<file path="src/rtl/similarity_frame_accumulator_if.sv">
// similarity_frame_accumulator_if: word-in / frame-result-out handshake bundle.
// Macro SIM_ACC_THRESHOLD_EN adds threshold and match_out.
interface similarity_frame_accumulator_if #(
  parameter int N     = 8,
  parameter int ACC_W = 16
);
  logic [N-1:0]     dist_in;
  logic             dist_valid;
  logic             dist_last;
  logic             dist_ready;
  logic [ACC_W-1:0] sum_out;
  logic [N-1:0]     max_out;
  logic [7:0]       words_out;
  logic             sat_out;
  logic             res_valid;
  logic             res_ready;
`ifdef SIM_ACC_THRESHOLD_EN
  logic [ACC_W-1:0] threshold;
  logic             match_out;
  modport master (output dist_in, dist_valid, dist_last, res_ready, threshold,
                  input dist_ready, sum_out, max_out, words_out, sat_out, res_valid, match_out);
  modport slave  (input dist_in, dist_valid, dist_last, res_ready, threshold,
                  output dist_ready, sum_out, max_out, words_out, sat_out, res_valid, match_out);
`else
  modport master (output dist_in, dist_valid, dist_last, res_ready,
                  input dist_ready, sum_out, max_out, words_out, sat_out, res_valid);
  modport slave  (input dist_in, dist_valid, dist_last, res_ready,
                  output dist_ready, sum_out, max_out, words_out, sat_out, res_valid);
`endif
endinterface

</file>
<file path="src/rtl/similarity_frame_accumulator.sv">
// similarity_frame_accumulator: saturating per-frame sum/max/count of word distances.
// Macro SIM_ACC_THRESHOLD_EN adds a registered sum <= threshold match flag.
module similarity_frame_accumulator #(
  parameter int N         = 8,
  parameter int FRAME_LEN = 4,
  parameter int ACC_W     = 16
) (
  input logic                          clk,
  input logic                          reset,
  similarity_frame_accumulator_if.slave bus
);
  localparam logic [1:0] IDLE = 2'd0, ACCUM = 2'd1, HOLD = 2'd2;
  logic [1:0]       state;
  logic [ACC_W-1:0] sum, sum_nx;
  logic [ACC_W:0]   wide;
  logic [N-1:0]     mx, mx_nx;
  logic [7:0]       words, words_nx;
  logic             sat, sat_nx, first, accept, done;
  always_comb begin
    first    = state == IDLE;
    accept   = bus.dist_valid && state != HOLD;
    wide     = (first ? '0 : {1'b0, sum}) + (ACC_W+1)'(bus.dist_in);
    sum_nx   = wide[ACC_W] ? '1 : wide[ACC_W-1:0];
    sat_nx   = wide[ACC_W] || (!first && sat);
    mx_nx    = (first || bus.dist_in > mx) ? bus.dist_in : mx;
    words_nx = first ? 8'd1 : words + 8'd1;
    done     = bus.dist_last || words_nx == 8'(FRAME_LEN);
  end
  always_ff @(posedge clk or negedge reset) begin
    if (!reset) begin
      state <= IDLE;
      sum   <= '0;
      mx    <= '0;
      words <= '0;
      sat   <= 1'b0;
    end else if (accept) begin
      state <= done ? HOLD : ACCUM;
      sum   <= sum_nx;
      mx    <= mx_nx;
      words <= words_nx;
      sat   <= sat_nx;
    end else if (state == HOLD && bus.res_ready) begin
      state <= IDLE;
    end
  end
  assign bus.dist_ready = state != HOLD;
  assign bus.res_valid  = state == HOLD;
  assign bus.sum_out    = sum;
  assign bus.max_out    = mx;
  assign bus.words_out  = words;
  assign bus.sat_out    = sat;
`ifdef SIM_ACC_THRESHOLD_EN
  logic match;
  // Compare the clamped sum so saturation reads as the all-ones value.
  always_ff @(posedge clk or negedge reset) begin
    if (!reset) match <= 1'b0;
    else if (accept) match <= sum_nx <= bus.threshold;
  end
  assign bus.match_out = match;
`endif
endmodule

</file>
<file path="src/flat_wrapper.sv">
// flat-port wrapper written by rule: the top's interface ports become plain ports
module similarity_frame_accumulator_flat 
#(
  parameter int N         = 8,
  parameter int FRAME_LEN = 4,
  parameter int ACC_W     = 16
)
  (clk, reset, bus_dist_in, bus_dist_valid, bus_dist_last, bus_res_ready, bus_dist_ready, bus_sum_out, bus_max_out, bus_words_out, bus_sat_out, bus_res_valid);
  similarity_frame_accumulator_if #(.N(N), .ACC_W(ACC_W)) bus_i ();
  input logic clk;
  input logic reset;
  input wire logic [$bits(bus_i.dist_in)-1:0] bus_dist_in;
  input wire logic [$bits(bus_i.dist_valid)-1:0] bus_dist_valid;
  input wire logic [$bits(bus_i.dist_last)-1:0] bus_dist_last;
  input wire logic [$bits(bus_i.res_ready)-1:0] bus_res_ready;
  output wire logic [$bits(bus_i.dist_ready)-1:0] bus_dist_ready;
  output wire logic [$bits(bus_i.sum_out)-1:0] bus_sum_out;
  output wire logic [$bits(bus_i.max_out)-1:0] bus_max_out;
  output wire logic [$bits(bus_i.words_out)-1:0] bus_words_out;
  output wire logic [$bits(bus_i.sat_out)-1:0] bus_sat_out;
  output wire logic [$bits(bus_i.res_valid)-1:0] bus_res_valid;
  assign bus_i.dist_in = bus_dist_in;
  assign bus_i.dist_valid = bus_dist_valid;
  assign bus_i.dist_last = bus_dist_last;
  assign bus_i.res_ready = bus_res_ready;
  assign bus_dist_ready = bus_i.dist_ready;
  assign bus_sum_out = bus_i.sum_out;
  assign bus_max_out = bus_i.max_out;
  assign bus_words_out = bus_i.words_out;
  assign bus_sat_out = bus_i.sat_out;
  assign bus_res_valid = bus_i.res_valid;
  similarity_frame_accumulator #(.N(N), .FRAME_LEN(FRAME_LEN), .ACC_W(ACC_W)) u_core (.clk(clk), .reset(reset), .bus(bus_i));
endmodule
</file>
<file path="config.mk">
export PLATFORM = sky130hd
export DESIGN_NAME = similarity_frame_accumulator_flat
export DESIGN_NICKNAME = d
export VERILOG_FILES = /design/src/rtl/similarity_frame_accumulator_if.sv /design/src/rtl/similarity_frame_accumulator.sv /design/src/flat_wrapper.sv
export SDC_FILE = /design/constraint.sdc
export NUM_CORES = 1
export LEC_CHECK = 0
export BUFFER_PORTS_ARGS = -buffer_cell sky130_fd_sc_hd__buf_2
export CORE_MARGIN = 2
export CORE_UTILIZATION = 45
export CTS_CLUSTER_DIAMETER = 150
export DETAILED_ROUTE_END_ITERATION = 8
export HOLD_SLACK_MARGIN = 0.06
export PLACE_DENSITY = 0.73
export RECOVER_POWER = 25
export SLEW_MARGIN = 20
export SYNTH_ARGS = -nofsm -noshare
export SYNTH_HDL_FRONTEND = slang
export SYNTH_SLANG_ARGS = --single-unit
</file>
<file path="constraint.sdc">
create_clock -name clk -period 5.55 [get_ports clk]
set_input_delay 0.2775 -clock clk [delete_from_list [all_inputs] [get_ports clk]]
set_output_delay 0.2775 -clock clk [all_outputs]
set_load 0.01 [all_outputs]
</file>
-- Word level (Yosys, flattened, before mapping)
Cells that the tools add are included.
- equality and inequality tests: 3
- reduce and logical (&&, ||, !) cells: 10
- divide/modulo/power cells: 0
- mux-type cells: 6
- $lt $le $gt $ge: 1
- bitwise logic cells: 0
- shift operators: 0
- add/sub/neg operators: 2
- $mul: 0
- operators by type and width (kind ; count):
    16-bit two-way mux ; 2
    17-bit by 8-bit adder with 17-bit output ; 1
    8-bit by 1-bit adder with 8-bit output, second input constant ; 1
    8-bit by 3-bit equality test with 1-bit output, second input constant ; 1
    8-bit > comparator ; 1
    8-bit two-way mux ; 1
    2-bit two-way mux ; 3
    1-bit logical AND ; 3
    1-bit logical OR ; 3
    2-bit equality test, second input constant ; 1
    2-bit zero test ; 1
    2-bit != test, second input constant ; 1
    2-bit AND reduction ; 1
    2-bit nonzero test ; 1
    1-bit zero test ; 1
- bits in latches: 0
- bits of input ports: 13
- memory bits (read-only): 0
- memories: 0
- output and inout bits: 35
- register bits after elaboration: 35
- word-level logic and storage cells: 27
- memory bits (writable): 0

-- Depth between registers and ports, before layout
Gate-level depths: netlist of the first run.
- depth in word-level cells: 6
- mapped depth: 13
- depth with buffers taken out: 9

-- Least setup slack after synthesis of the first run
Ideal clock, no wire load.
- path kind: reg2reg
- start: register u_core.state[0]
- end: register u_core.sum[9] (netlist: u_core.bus.sum_out[9])
- data arrival time: 2824 ps
- path slack: 2592 ps
- data required time: 5416 ps
- setup time: 134 ps
- path buffers: 4
- stages on the path, launching flop included: 14
- clock period less this slack: 2958 ps
- cell sequence: dfrtp_1 -> buf_2 -> or2_2 -> buf_2 -> clkbuf_1 -> and2_1 -> ha_1 -> fa_1 -> a211o_1 -> a21oi_2 -> a211oi_2 -> buf_6 -> a21oi_1 -> a31oi_1
- cells in the longest elaborated chain, start to end: 4
- elaborated cells on any way between the ends: 6
- those cells by class: 1 x add/sub; 1 x eq/ne; 2 x mux; 2 x reduce/logical
- ends and longest elaborated chain (element ; line ; source):
    from (decl) ; similarity_frame_accumulator.sv:13 ; logic [1:0] state;
    from (signal assigned) ; similarity_frame_accumulator.sv:37 ; state <= done ? HOLD : ACCUM;
    2-bit zero test ; similarity_frame_accumulator.sv:20 ; first = state == IDLE;
    16-bit two-way mux ; similarity_frame_accumulator.sv:22 ; wide = (first ? '0 : {1'b0, sum}) + (ACC_W+1)'(bus.dist_in);
    17-bit by 8-bit adder with 17-bit output ; similarity_frame_accumulator.sv:22 ;
    16-bit two-way mux ; similarity_frame_accumulator.sv:23 ; sum_nx = wide[ACC_W] ? '1 : wide[ACC_W-1:0];
    to (signal assigned) ; similarity_frame_accumulator.sv:38 ; sum <= sum_nx;
    to (decl) ; similarity_frame_accumulator.sv:14 ; logic [ACC_W-1:0] sum, sum_nx;
Parallel ways exist; a longest one is shown, timed or not.
A chain may end at the register's enable or synchronous reset.

-- Worst setup path in the final report of the first run
- start: register u_core.state[0]
- end: register u_core.sum[12] (netlist: u_core.bus.sum_out[12])
Same word-level chain as after synthesis.

==> impl_metrics.py, run 1 <==
metrics = {
    "finish": {
        "layout_commonest_cell": "buf_2",
        "area_growth_pct": 13.5,
        "layout_common_cells": "46 x buf_2, 35 x dfrtp_1, 19 x a21oi_1, 18 x nand2_1",
        "drive_above_1_share": 0.244,
        "postLayoutCoreUtil": 0.522,
        "nets": 341,
        "stdcell_count": 383,
        "n_antenna_cell": 0,
    },
    "drt": {
        "wl_per_cell_um": 14.7,
        "drc_errors": 0,
        "drt.antenna.violating_nets": 0,
        "drt_iter0_markers": 134,
        "detail_route.first_pass.iterations": 4,
        "postRouteWirelength_um": 5640,
        "vias": 2168,
        "detail_route.vias_per_cell": 5.66,
    },
    "sta": {
        "worstMarginPinSlew_ns": 1.93,
        "skew_ns": 0.00286,
        "fin_ws_ns": 2.26,
        "setup_viol": 0,
        "tns_ns": 0,
        "drv_slew": 36,
        "fin_crit_ns": 3.29,
        "fmax_ghz": 0.304,
        "finalCritPeriodShare": 0.593,
        "hold_viol_final": 0,
        "rsz0062_at_grt": "no",
        "relSlewSlack": -0.284,
    },
    "clock_network": {
        "htree_num_levels": 2,
        "clkTransAtPathRegs_ns": 0.07,
        "cts_tree": "done",
        "post_cts_buffers": 0,
        "cts_hold_buf": 0,
        "cts_buffer_depth": 2,
        "insertion_delay_ns": 0.29,
        "cts_resized": 0,
        "numCtsBuffers": 5,
        "clock_sinks": 35,
        "root_buffer": "clkbuf_8",
    },
    "global_route": {
        "antenna_found_initial": 0,
        "grt_overflow": 0,
        "grt_use_total": 0.198,
        "first_global_vias": 2129,
        "grt_pass1_wl_um": 9780,
        "grt_max_degree": 36,
    },
    "setup_path": {
        "cp_cell_sequence": "or2_2 -> and2_1 -> ha_1 -> nand2_2 -> o21a_1 -> a211oi_2 -> a31oi_1 -> a211o_1",
        "path_max_fanout": 18,
        "cp-start-kind": "register",
        "cpPeakStageDelay_ns": 0.72,
        "critical-path-top-delay-family": "compound AO/OA/AOI/OAI gates",
        "end_kind": "register",
        "cpMaxStageDelayCell": "a211oi_2",
        "crit_arrival_ns": 3.46,
        "path_buf_inv": 0,
        "critPathRequiredTime_ns": 5.72,
        "crit_type": "reg -> reg",
    },
    "job": {
        "drv_cap": 1,
    },
    "power_and_ir_drop": {
        "power_frac_comb": 0.539,
        "sw_frac_of_total": 0.425,
        "finalPower_mw": 1.47,
        "p_seq_frac": 0.323,
        "p_clk_frac": 0.138,
        "internal_power_mw": 0.843,
        "peakVddDrop_mv": 0.265,
        "power.switching_mw": 0.624,
        "power.density_mw_per_mm2": 517,
        "p_leak_nw": 1.34,
    },
    "outcome": {
        "failed_checks": "max-capacitance violations, max-slew violations",
        "status": "finished, violations left",
    },
    "placed_design": {
        "gp_congestion": 0.931,
        "dp.final_hpwl_um": 4030,
        "place_ws_ns": 2.27,
        "numPortBuffers": 47,
        "dp.cells": 375,
    },
    "floorplan": {
        "die_area_mm2": 0.00616,
        "die_y_um": 78.5,
        "core_mm2": 0.00544,
        "die_w_um": 78.5,
        "pin_count": 48,
        "rows": 27,
        "start_util": 0.459,
    },
    "synthesis": {
        "ys_warn_count": 0,
        "synth_cells": 272,
        "ys_async_sr_fraction": 1.00,
        "synth_edf_count": 0,
        "ys_types": 56,
        "yosysTopAreaCellShare": 0.351,
        "synth_ff_type": "dfrtp_1",
        "netlist_area_mm2": 0.00250,
        "ys_ff_latch": 35,
        "synth_nets": 303,
        "yosys.area.top_type": "dfrtp_1",
        "yosysSeqAreaShare": 0.351,
        "synthTopCellsByArea": "dfrtp_1 35%, ha_1 8.5%, a21oi_1 3.8%",
        "synth_area_per_cell_um2": 9.19,
    },
    "hold_path": {
        "hold_path_class": "in -> reg",
    },
}
==> area by class of cell <==
cell class | instances | area, µm²
multi-input cells | 209 | 1490
clock buffers | 8 | 100
flip-flops and latches | 35 | 876
fillers | 515 | 2600
well taps | 72 | 90.1
inverters | 12 | 45.0
repair buffers | 47 | 234
==> Yosys cell counts, types with 2 or more instances <==
cell and number:
dfrtp_1 35, a21oi_1 19, nand2_1 18, ha_1 17, nor2_1 17, and2_1 13, inv_1 12, a31oi_1 11
nand3_1 11, and3_1 8, mux2_2 8, o21ai_0 8, nand4_1 7, clkbuf_1 6, mux2i_1 6, a22o_1 5
nor2b_1 5, a21o_1 4, a31o_2 4, buf_2 4, xnor2_1 4, a211o_1 3, a211oi_1 3, o211ai_1 3
o21a_1 3, a211oi_2 2, buf_6 2, clkbuf_2 2, nand2_2 2, nand2b_1 2, o21bai_1 2, xor2_1 2
==> power by group through the flow <==
stage	Sequential (mW)	Combinational (mW)	Clock, mW
after floorplan	0.495	0.558	0
after global placement	0.474	0.775	0
after detailed placement	0.477	0.793	0
after CTS	0.474	0.795	0.210
after global routing	0.494	0.891	0.223
final	0.474	0.790	0.203
==> final timing paths <==
kind	cells after the start	from	end	slack, ns
setup / recovery	8	u_core.state[0]$_DFFE_PN0P_	u_core.bus.sum_out[12]$_DFFE_PN0P_	2.26
max in group asynchronous	1	reset	u_core.bus.sum_out[13]$_DFFE_PN0P_	3.93
setup reg to reg	8	u_core.state[0]$_DFFE_PN0P_	u_core.bus.sum_out[12]$_DFFE_PN0P_	2.26
hold / removal	2	bus_dist_in[7]	u_core.bus.max_out[7]$_DFFE_PN0P_	0.27
min in group asynchronous	1	reset	u_core.bus.max_out[1]$_DFFE_PN0P_	0.52
hold reg to reg	1	u_core.bus.max_out[3]$_DFFE_PN0P_	u_core.bus.max_out[3]$_DFFE_PN0P_	0.53
==> metrics by stage <==
| step | hold WS, ns | cell area, µm² |
|---|---|---|
| 5_1_grt | 0.276 | 2840 |
| 3_3_place_gp | 0.417 | 2740 |
| 6_report | 0.266 | 2840 |
| 2_1_floorplan | -0.0181 | 2500 |
| 4_1_cts | 0.111 | 2840 |
| 3_5_place_dp | 0.431 | 2740 |
==> metal layers <==
| metal | up-vias | track usage | share of wire |
|---|---|---|---|
| li1 | 1073 | - | - |
| met1 | 1020 | 0.257 | 0.47 |
| met2 | 67 | 0.325 | 0.46 |
| met3 | 8 | 0.0402 | 0.056 |
| met4 | 0 | 0.0719 | 0.015 |
| met5 | - | 0 | 0 |
==> registers in the layout, summed over array words and instances, names as in the netlist <==
register              count
u_core.state              2
u_core.bus.sat_out        1
u_core.bus.words_out      8
u_core.bus.sum_out       16
u_core.bus.max_out        8
==> logic make-up after synthesis <==
kind of cell	synth area share
AO/OA/AOI/OAI	0.215
multiplexers	0.0646
flip-flops	0.351
XOR/XNOR	0.0210
buffers and inverters	0.0526
AND/OR/NAND/NOR	0.203
adder cells (fa/ha/maj)	0.0931
(Power assumes the default switching activity.)
==> run 2, diff against run 1 <==
==> constraint.sdc (replaced) <==
create_clock -name clk -period 3.43 [get_ports clk]
set_input_delay 0.1715 -clock clk [delete_from_list [all_inputs] [get_ports clk]]
set_output_delay 0.1715 -clock clk [all_outputs]
set_load 0.01 [all_outputs]
==> run 2 against run 1 <==
  * The run now ends clean
  * Critical path depth unchanged
  * Sequential power increased by 61%
  * Count of clock-buffer cells in the layout unchanged
  * Worst setup slack got worse by 1.9 ns
  * Combinational power increased by 61%
  * Clock power increased by 65%
  * Global-route usage increased by 0.15 points
  * Core utilization about the same
==> impl_metrics.py, run 2 (synthesis results as in run 1) <==
metrics = {
    "clock_network": {
        "numCtsBuffers": 5,
        "insertion_delay_ns": 0.29,
        "cts_buffer_depth": 2,
        "cts_tree": "done",
        "root_buffer": "clkbuf_8",
        "clock_sinks": 35,
        "htree_num_levels": 2,
        "post_cts_buffers": 0,
        "clkTransAtPathRegs_ns": 0.07,
    },
    "setup_path": {
        "cp-startpoint": "u_core.state[1]$_DFFE_PN0P_",
        "timing.rr.start": "u_core.state[1]$_DFFE_PN0P_",
        "cpMaxStageDelayCell": "a211oi_2",
        "critical-path-top-delay-family": "compound AO/OA/AOI/OAI gates",
        "cp_cell_sequence": "or2_2 -> and2_1 -> ha_1 -> nand2_2 -> o21a_1 -> a211oi_2 -> a31oi_1 -> a211o_1",
        "r2r_setup_slack_ns": 0.33,
        "crit_type": "reg -> reg",
        "end_kind": "register",
        "path_buf_inv": 0,
        "path_max_fanout": 18,
        "reg2reg_depth": 8,
        "critPathRequiredTime_ns": 3.61,
        "crit_arrival_ns": 3.28,
        "cpPeakStageDelay_ns": 0.69,
        "r2r_end": "u_core.bus.sum_out[12]$_DFFE_PN0P_",
        "cp-start-kind": "register",
    },
    "hold_path": {
        "hold_start": "bus_dist_in[0]",
        "min_path_cells": 2,
        "hold_path_class": "in -> reg",
        "hold_path_end": "u_core.bus.max_out[0]$_DFFE_PN0P_",
    },
    "finish": {
        "nFillCells": 531,
        "postLayoutCoreUtil": 0.522,
        "layout_commonest_cell": "dfrtp_1",
        "finish.instance_area_mm2": 0.00284,
        "drive_above_1_share": 0.171,
        "layout_common_cells": "35 x dfrtp_1, 27 x clkbuf_1, 21 x buf_2, 19 x a21oi_1, 18 x nand2_1",
        "area_growth_pct": 13.6,
        "largest_register_ffs": 16,
        "stdcell_count": 387,
        "n_antenna_cell": 0,
        "nets": 345,
    },
    "drt": {
        "wl_per_cell_um": 15.2,
        "drt.antenna.violating_nets": 0,
        "detail_route.first_pass.iterations": 5,
        "postRouteWirelength_um": 5870,
        "detail_route.vias_per_cell": 5.80,
        "drt_iter0_markers": 104,
        "vias": 2246,
        "drc_errors": 0,
    },
    "global_route": {
        "first_global_vias": 2136,
        "grt_use_total": 0.199,
        "grt_max_degree": 36,
        "grtUsageMet3": 0.0391,
        "antenna_found_initial": 0,
        "grt_pass1_wl_um": 9790,
        "grt_overflow": 0,
        "met1_usage": 0.253,
        "grt_busiest_layer": "met2",
        "met2_usage": 0.333,
    },
    "power_and_ir_drop": {
        "p_leak_nw": 1.29,
        "peakVddDrop_mv": 0.395,
        "finalPower_mw": 2.37,
        "power.density_mw_per_mm2": 834,
    },
    "outcome": {
        "status": "finished, final reports clean",
    },
    "floorplan": {
        "die_y_um": 78.5,
        "pin_count": 48,
        "rows": 27,
        "die_area_mm2": 0.00616,
        "start_util": 0.459,
        "core_mm2": 0.00544,
        "die_w_um": 78.5,
    },
    "job": {
        "drv_cap": 0,
    },
    "sta": {
        "fin_crit_ns": 3.10,
        "tns_ns": 0,
        "skew_ns": 0.00889,
        "drv_slew": 0,
        "setup_viol": 0,
        "worstMarginPinSlew_ns": 0.816,
        "timing.hold.ws_ns": 0.162,
        "fin_ws_ns": 0.329,
        "hold_viol_final": 0,
        "finalCritPeriodShare": 0.904,
        "fmax_ghz": 0.322,
        "rsz0062_at_grt": "no",
        "relSlewSlack": 0.455,
    },
    "placed_design": {
        "placed_area_mm2": 0.00276,
        "dp.final_hpwl_um": 4220,
        "numPortBuffers": 47,
        "place_ws_ns": 0.355,
        "gp_congestion": 0.935,
        "dp.cells": 378,
    },
}
run 2: changes by cell type in the layout (fill, tap and decap cells not counted), sizes merged:
cell | before | now
dlygate4sd3 | 0 | 1
clkbuf | 9 | 34
buf | 46 | 24
run 2: worst max-delay path by stage:
stage / end / slack (ns) / cells after the start
6_report: u_core.bus.sum_out[12]$_DFFE_PN0P_ / 0.33 / 8
5_1_grt: u_core.bus.sum_out[12]$_DFFE_PN0P_ / 0.15 / 8
3_5_place_dp: u_core.bus.sum_out[12]$_DFFE_PN0P_ / 0.35 / 8
3_3_place_gp: u_core.bus.sum_out[12]$_DFFE_PN0P_ / 0.43 / 8
4_1_cts: u_core.bus.sum_out[12]$_DFFE_PN0P_ / 0.34 / 8
2_1_floorplan: u_core.bus.sum_out[9]$_DFFE_PN0P_ / 0.47 / 13
run 2: timing repair:
item	CTS	global route
hold endpoints to repair	35	0
hold buffers	1	0
resized for setup	0	0
run 2: report_power, final:
part | switching [mW] | internal, mW
Clock | 0.151 | 0.183
Sequential | 0.186 | 0.579
Combinational | 0.693 | 0.575
Total | 1.03 | 1.34
run 2: area by class of cell:
cell class / instances / area [µm²] / share of cell area
Clock buffer: 8 / 100 / 0.0353
Inverter: 12 / 45.0 / 0.0159
Sequential cell: 35 / 876 / 0.309
Timing Repair Buffer: 51 / 235 / 0.0829
Multi-Input combinational cell: 209 / 1490 / 0.526
Tap cell: 72 / 90.1 / 0.0317
run 2: routing by layer:
metal,vias to the layer above,share of wire,routed length (µm)
met2,68,0.48,2800
met4,0,0.015,86
li1,1086,-,-
met1,1083,0.45,2640
met5,-,0,0
met3,9,0.059,347
run 2: worst register-to-register path, delay by kind of cell, from the launching register on:
| kind | cells | cell delay [ns] |
|---|---|---|
| fa+ha+maj | 1 | 0.39 |
| flops | 1 | 0.46 |
| simple gates | 3 | 0.78 |
| compound gates | 4 | 1.37 |
